`src/rtl/audio_stream_bridge.sv`:
```
// audio_stream_bridge: per-channel sample FIFOs between an ADC-side and a
// DAC-side valid/ready stream. Samples are transformed (pass, mute,
// attenuate, saturating invert) as they are written, so a mode change only
// affects samples accepted after it.
module audio_stream_bridge #(
  parameter int NCH = 2,
  parameter int DW = 32,
  parameter int DEPTH = 4,
  localparam int LW = $clog2(DEPTH + 1)
) (
  input  logic              clock,
  input  logic              reset,
  input  logic [1:0]        mode,
  input  logic [4:0]        shift,
  input  logic              flush,
  input  logic [NCH-1:0]    in_valid,
  input  logic [NCH*DW-1:0] in_data,
  output logic [NCH-1:0]    in_ready,
  output logic [NCH-1:0]    out_valid,
  output logic [NCH*DW-1:0] out_data,
  input  logic [NCH-1:0]    out_ready,
  output logic [NCH*LW-1:0] level,
  output logic [NCH-1:0]    overflow
);

  localparam int PW = (DEPTH > 1) ? $clog2(DEPTH) : 1;

  localparam logic [1:0] MODE_PASS   = 2'b00;
  localparam logic [1:0] MODE_MUTE   = 2'b01;
  localparam logic [1:0] MODE_ATTEN  = 2'b10;
  localparam logic [1:0] MODE_INVERT = 2'b11;

  localparam logic [DW-1:0] MOST_NEG = {1'b1, {(DW-1){1'b0}}};
  localparam logic [DW-1:0] MOST_POS = {1'b0, {(DW-1){1'b1}}};

  // Shift amounts at or beyond the sample width collapse to pure sign fill,
  // and negating the most negative value saturates instead of wrapping.
  function automatic logic [DW-1:0] transformSample(input logic [DW-1:0] x,
                                                    input logic [1:0] m,
                                                    input logic [4:0] s);
    logic [DW-1:0] result;
    logic [31:0]   shiftExt;
    shiftExt = {27'd0, s};
    result = x;
    case (m)
      MODE_PASS: result = x;
      MODE_MUTE: result = '0;
      MODE_ATTEN: begin
        if (shiftExt >= 32'(DW)) result = {DW{x[DW-1]}};
        else                     result = $signed(x) >>> s;
      end
      MODE_INVERT: begin
        if (x == MOST_NEG) result = MOST_POS;
        else               result = -x;
      end
      default: result = x;
    endcase
    return result;
  endfunction

  for (genvar c = 0; c < NCH; c++) begin : gChannel
    logic [LW-1:0] level_q, level_d;
    logic [PW-1:0] wrPtr_q, wrPtr_d;
    logic [PW-1:0] rdPtr_q, rdPtr_d;
    logic          overflow_q, overflow_d;
    logic [DW-1:0] mem_q [DEPTH];

    logic          full;
    logic          empty;
    logic          pushEn;
    logic          popEn;
    logic [DW-1:0] storedSample;

    assign full  = (level_q == LW'(DEPTH));
    assign empty = (level_q == '0);

    // Ready is held low during reset and flush so nothing is accepted then.
    assign in_ready[c]  = reset & ~flush & ~full;
    assign out_valid[c] = ~empty;
    assign pushEn       = in_valid[c] & in_ready[c];
    assign popEn        = out_valid[c] & out_ready[c] & ~flush;

    assign storedSample = transformSample(in_data[c*DW +: DW], mode, shift);

    assign out_data[c*DW +: DW] = empty ? '0 : mem_q[rdPtr_q];
    assign level[c*LW +: LW]    = level_q;
    assign overflow[c]          = overflow_q;

    // Next-state for pointers, occupancy and the sticky overflow flag.
    always_comb begin
      level_d    = level_q;
      wrPtr_d    = wrPtr_q;
      rdPtr_d    = rdPtr_q;
      overflow_d = overflow_q;
      if (flush) begin
        level_d    = '0;
        wrPtr_d    = '0;
        rdPtr_d    = '0;
        overflow_d = 1'b0;
      end else begin
        if (pushEn) wrPtr_d = wrPtr_q + PW'(1);
        if (popEn)  rdPtr_d = rdPtr_q + PW'(1);
        case ({pushEn, popEn})
          2'b10:   level_d = level_q + LW'(1);
          2'b01:   level_d = level_q - LW'(1);
          default: level_d = level_q;
        endcase
        if (in_valid[c] && full) overflow_d = 1'b1;
      end
    end

    // Control state, cleared asynchronously so queued samples are discarded.
    always_ff @(posedge clock or negedge reset) begin
      if (!reset) begin
        level_q    <= '0;
        wrPtr_q    <= '0;
        rdPtr_q    <= '0;
        overflow_q <= 1'b0;
      end else begin
        level_q    <= level_d;
        wrPtr_q    <= wrPtr_d;
        rdPtr_q    <= rdPtr_d;
        overflow_q <= overflow_d;
      end
    end

    // Sample storage needs no reset; empty FIFOs never expose it.
    always_ff @(posedge clock) begin
      if (pushEn) mem_q[wrPtr_q] <= storedSample;
    end
  end

endmodule

```
`config.mk`:
```
export PLATFORM = sky130hd
export DESIGN_NAME = audio_stream_bridge
export DESIGN_NICKNAME = d
export VERILOG_FILES = /design/src/rtl/audio_stream_bridge.sv
export SDC_FILE = /design/constraint.sdc
export NUM_CORES = 1
export LEC_CHECK = 0
export ABC_CLOCK_PERIOD_IN_PS = 2600
export CAP_MARGIN = 20
export CORE_ASPECT_RATIO = 2
export CORE_MARGIN = 2
export CORE_UTILIZATION = 43
export CTS_BUF_LIST = sky130_fd_sc_hd__clkbuf_2 sky130_fd_sc_hd__clkbuf_4 sky130_fd_sc_hd__clkbuf_8
export CTS_CLUSTER_DIAMETER = 40
export DETAILED_ROUTE_END_ITERATION = 16
export GPL_TIMING_DRIVEN = 1
export PLACE_DENSITY = 0.66
export SKIP_CTS_REPAIR_TIMING = 1
export SYNTH_ARGS = -nofsm -noshare
export SYNTH_HDL_FRONTEND = slang
export SYNTH_SLANG_ARGS = --single-unit
```
`constraint.sdc`:
```
create_clock -name clock -period 2.6 [get_ports clock]
set_input_delay 0.26 -clock clock [delete_from_list [all_inputs] [get_ports clock]]
set_output_delay 0.26 -clock clock [all_outputs]
set_load 0.05 [all_outputs]
```
After elaboration in Yosys (flattened, before gate mapping) --
Memories as Yosys holds them, arrays and structs flattened. Cells that the tools add are included.
Word-level totals: bits in registers 16, bits in latches 0, memory bits (writable) 256, bits in read-only memories 0, bits of input ports 78, logic and storage cells 86, memories 2
Memories:
- gChannel[0].mem_q | words 4, width 32, rd ports 1, clocked after Yosys merged registers in 0, write ports 1, line 66 | logic [DW-1:0] mem_q [DEPTH];
- gChannel[1].mem_q | words 4, width 32, rd ports 1, clocked after Yosys merged registers in 0, write ports 1, line 66
Cells by class: $add $sub $neg 10, multiply operators 0, divide/modulo/power cells 0, order comparisons 0, equality and inequality tests 11, shift-type cells 2, muxes and demuxes 26, bitwise gates (word level) 14, reductions and logical operators 13
Operator list (count):
- case mux 32 bit (4 select lines) | 2
- 2-to-1 mux 32 bit | 4
- equality test 32 bit (second input constant) | 2
- negator 32 bit | 2
- >>> shifter 32 x 5 -> 32 bit | 2
- 2-to-1 mux 2 bit | 8
- case mux 3 bit (2 select lines) | 2
- nonzero test 2 bit | 6
- AND 1 bit | 9
- adder 2 x 1 -> 2 bit (second input constant) | 4
- equality test 2 bit (second input constant) | 4
- 2-to-1 mux 1 bit | 8
- adder 3 x 1 -> 3 bit (second input constant) | 2
- equality test 2 x 1 -> 1 bit (second input constant) | 3
- equality test 3 bit (second input constant) | 2
- logical NOT 3 bit | 2
- 2-to-1 mux 3 bit | 2
- nonzero test 3 bit | 2
- subtractor 3 x 1 -> 3 bit (second input constant) | 2
- NOT 1 bit | 5
- logical AND 1 bit | 2
- logical NOT 2 bit | 1

Longest topological paths before layout --
word-level depth 7, mapped depth 10, mapped depth without buffers 9

Worst setup path after synthesis --
OpenSTA, ideal clock, no wires.
path kind reg-to-reg, start register gChannel[0].level_q[0], end memory gChannel[0].mem_q[1][0] (enable), library setup time 392 ps, arrival time 2733 ps, data required time 2208 ps, path slack -525 ps, cell stages (with the launch flop) 4, path buffers 0, path through dfrtp_1 nor2_1 a21oi_1 and3_1
On the way: longest elaborated chain between the ends 6
Ends and longest elaborated chain:
- start: declaration | line 62 | logic [LW-1:0] level_q, level_d;
- start signal: assignment | line 120 | level_q <= level_d;
- equality test 3 bit | line 74 | assign full = (level_q == LW'(DEPTH));
- NOT 1 bit | line 78 | assign in_ready[c] = reset & ~flush & ~full;
- AND 1 bit | line 78
- net in_ready[0] | line 18 | output logic [NCH-1:0] in_ready,
- AND 1 bit | line 80 | assign pushEn = in_valid[c] & in_ready[c];
- 2-to-1 mux 1 bit | line 129 | if (pushEn) mem_q[wrPtr_q] <= storedSample;
- 2-to-1 mux 1 bit (implied by the code) | line 129
- end: declaration | line 66
The timed path passes the listed nets, and every way through them passes these cells.

Worst setup path in the final report --
start input port in_data[15], end memory gChannel[0].mem_q[2][14], data pin
On the way: longest elaborated chain between the ends 3, elaborated cells on any way between the ends 4, those cells by class eq/ne: 1; shift: 1; mux: 2
Ends and longest elaborated chain:
- start: declaration | line 17 | input logic [NCH*DW-1:0] in_data,
- equality test 32 bit | line 53 | if (x == MOST_NEG) result = MOST_POS;
- 2-to-1 mux 32 bit | line 53
- case mux 32 bit (4 select lines) * | line 45 | case (m)
- net gChannel[0].storedSample[14] | line 72 | logic [DW-1:0] storedSample;
The timed path passes the listed nets; every way through them passes the cells marked *.

==> impl_metrics.env <==
export IMPL_cp_start_kind="input pin"
export IMPL_grt_max_degree=37
export IMPL_timing_rr_start="gChannel[1].level_q[0]"
export IMPL_status="finished clean"
export IMPL_grt_pass1_vias=14100
export IMPL_cts_buffers=38
export IMPL_cts_sinks=272
export IMPL_n_antenna_cell=0
export IMPL_syn_cell_area_um2=17000
export IMPL_yosys_register_bits=272
export IMPL_synth_edf_count=256
export IMPL_cp_end_kind="flip-flop"
export IMPL_place_ws_ns=-0.491
export IMPL_cpLargestDelayFamily="multiplexers"
export IMPL_stdcell_count=2322
export IMPL_max_slew_margin_rel_pct=51.3
export IMPL_power_density_nw_per_um2=755
export IMPL_critPathArrivalTime_ns=2.79
export IMPL_n_fill_cell=3282
export IMPL_ios=154
export IMPL_r2r_slack_ns=0.49
export IMPL_initial_core_util_pct=43.3
export IMPL_grt_pass1_wl_um=84400
export IMPL_insertion_delay_ns=0.56
export IMPL_root_buffer="clkbuf_8"
export IMPL_core_area_um2=39200
export IMPL_rows=103
export IMPL_nNetsFinal=1861
export IMPL_crit_required_ns=2.86
export IMPL_drc=0
export IMPL_setup_viol=0
export IMPL_wire_per_inst_um=23.8
export IMPL_reg2reg_to="gChannel[1].level_q[2]"
export IMPL_timing_final_crit_share_pct=97.3
export IMPL_die_y_um=285
export IMPL_vias_per_cell=5.96
export IMPL_antenna_found_initial=0
export IMPL_place_gp_congestion=0.977
export IMPL_hold_viol=0
export IMPL_crit_fanout=4
export IMPL_synth_ff_type="edfxtp_1"
export IMPL_p_leak_nw=8.32
export IMPL_min_path_type="in -> async"
export IMPL_routed_wl_um=55200
export IMPL_firstDrtPassIters=5
export IMPL_die_w_um=145
export IMPL_grt_usage_pct=26.9
export IMPL_critPathSlowestCell="mux4_1"
export IMPL_critPathMaxStageDelay_ns=0.60
export IMPL_synth_cells=1397
export IMPL_timing_worst_setup_path_type="in -> reg"
export IMPL_cts_htree_levels=2
export IMPL_final_cell_mix="buf_4, edfxtp_1, mux4_2, nand2_1, buf_12"
export IMPL_synth_seq_area_share_pct=47.6
export IMPL_synth_fp_nets=1487
export IMPL_cts_max_path_buffers=3
export IMPL_ys_async_sr_fraction_pct=5.88
export IMPL_dp_hpwl_um=41600
export IMPL_ant_nets=0
export IMPL_max_freq_ghz=0.395
export IMPL_area_delta_synth_final_pct=34.4
export IMPL_cpMostUsedCell="buf_4"
export IMPL_min_period_ns=2.53
export IMPL_yosys_warnings=0
export IMPL_tightest_slew_ns=0.722
export IMPL_ir_worst_vdd_mv=1.03
export IMPL_cts_tree="done"
export IMPL_dp_cells=2251
export IMPL_drtIter0Drc=1162
export IMPL_r2r_cells=8
export IMPL_dieArea_um2=41200
export IMPL_finalClockSkew_ns=0.0423
export IMPL_ys_types=68
export IMPL_setup_slack_ns=0.0709
export IMPL_clkSlewWorstSetupHoldPaths_ns=0.07
export IMPL_worstPathBufferInverterCount=3
export IMPL_overflow=0
export IMPL_final_common_cell="buf_4"
export IMPL_drive_gt1_share_pct=34.7
export IMPL_path_cells="clkdlybuf4s50_1 -> buf_4 -> mux4_1 -> mux4_2 -> a221oi_1 -> buf_4 -> nand2_1"
export IMPL_dr_total_vias=13800
export IMPL_synth_area_per_cell_um2=12.2
export IMPL_drv_cap=0
export IMPL_slew_violations=0
export IMPL_io_buffers=153
## worst max path at each step
stage / from / to / slack, ns / cells after the start
6_report: in_data[15] / gChannel[0].mem_q[2][14] / 0.07 / 7
5_1_grt: gChannel[1].rdPtr_q[0] / out_data[50] / -0.003 / 4
4_1_cts: gChannel[1].rdPtr_q[0] / out_data[32] / -0.01 / 4
3_5_place_dp: in_data[0] / gChannel[0].mem_q[2][11] / -0.49 / 11
3_3_place_gp: in_data[15] / gChannel[0].mem_q[1][14] / -0.47 / 7
2_1_floorplan: in_data[34] / gChannel[1].mem_q[0][29] / 0.01 / 7
## power breakdown
part           switching (mW)  leakage (nW)  internal, mW
registers               0.132          2.55          5.02
logic                    4.70          5.37          4.00
clock network            1.54         0.399          1.84
## cells by family (layout without fill, tap and decap cells)
| group | count (synthesis) | after routing | share of synthesized area (%) |
|---|---|---|---|
| AOI/OAI and AO/OA | 264 | 264 | 10.2 |
| xor gates and xnor gates | 41 | 41 | 2.11 |
| adders and majority gates | 12 | 12 | 0.973 |
| buffers and inverters | 163 | 563 | 3.83 |
| DFF | 272 | 272 | 47.6 |
| muxes | 210 | 210 | 22.4 |
| and+or+nand+nor | 435 | 435 | 12.8 |
## metrics by stage
step | total power [mW] | setup TNS (ns) | area, um^2 | hold WS [ns] | util (%)
final | 17.2 | 0 | 22800 | 0.0420 | 58.3
after global routing | 17.9 | -0.00660 | 22800 | 0.0552 | 58.3
after CTS | 17.3 | -0.0151 | 22800 | 0.0202 | 58.1
after detailed placement | 13.9 | -69.75 | 22000 | 0.492 | 56.1
after global placement | 13.9 | -57.94 | 22000 | 0.479 | 56.1
after floorplan | 9.88 | 0 | 17000 | -0.0356 | -
## metal layers
layer / vias to the layer above / GRT usage, % / part of all wire (%)
met2: 607 / 44.8 / 50
met5: - / 0 / 0
met1: 6904 / 36.8 / 41
met3: 124 / 2.91 / 5.7
li1: 6196 / - / -
met4: 0 / 9.03 / 3.6
## registers in the layout (all words and copies together), names as in the netlist
| name | count |
|---|---|
| gChannel.mem_q | 256 |
| gChannel.level_q | 6 |
| gChannel.rdPtr_q | 4 |
| gChannel.wrPtr_q | 4 |
| gChannel.overflow_q | 2 |
## cells in the mapped netlist (all sizes together), types with 3 or more instances
master,instances,share of area (%)
o21ai,63,1.9
nand4,11,0.41
a31oi,7,0.26
edfxtp,256,45
o31ai,6,0.27
or4,9,0.40
or3,19,0.76
a21boi,3,0.13
buf,35,1.0
a221oi,15,0.77
mux4,132,18
nand3,38,1.1
ha,10,0.74
o2bb2ai,3,0.15
mux2,20,1.3
a22oi,17,0.75
nand2b,9,0.33
a211oi,17,0.75
nor2,91,2.0
or2,3,0.11
inv,17,0.38
o2111ai,4,0.21
o311a,3,0.18
a211o,7,0.36
a21oi,60,1.8
mux2i,58,3.4
nor3,36,1.1
xor2,24,1.2
dfrtp,16,2.4
xnor2,17,0.88
and2,76,2.8
and3,9,0.33
o211ai,29,1.3
nor4,18,0.66
a32oi,3,0.15
nand2,104,2.3
nor2b,6,0.22
o22ai,4,0.15
clkbuf,109,2.4
## cell type report
type	instances	area, um^2	area share (%)
Tap cell	525	657	2.88
Clock buffer	49	612	2.68
Inverter	19	71.3	0.312
Sequential cell	272	8090	35.4
Multi-Input combinational cell	962	8290	36.3
Timing Repair Buffer	478	4950	21.7
Clock inverter	17	155	0.680
(Power assumes the default switching activity.)
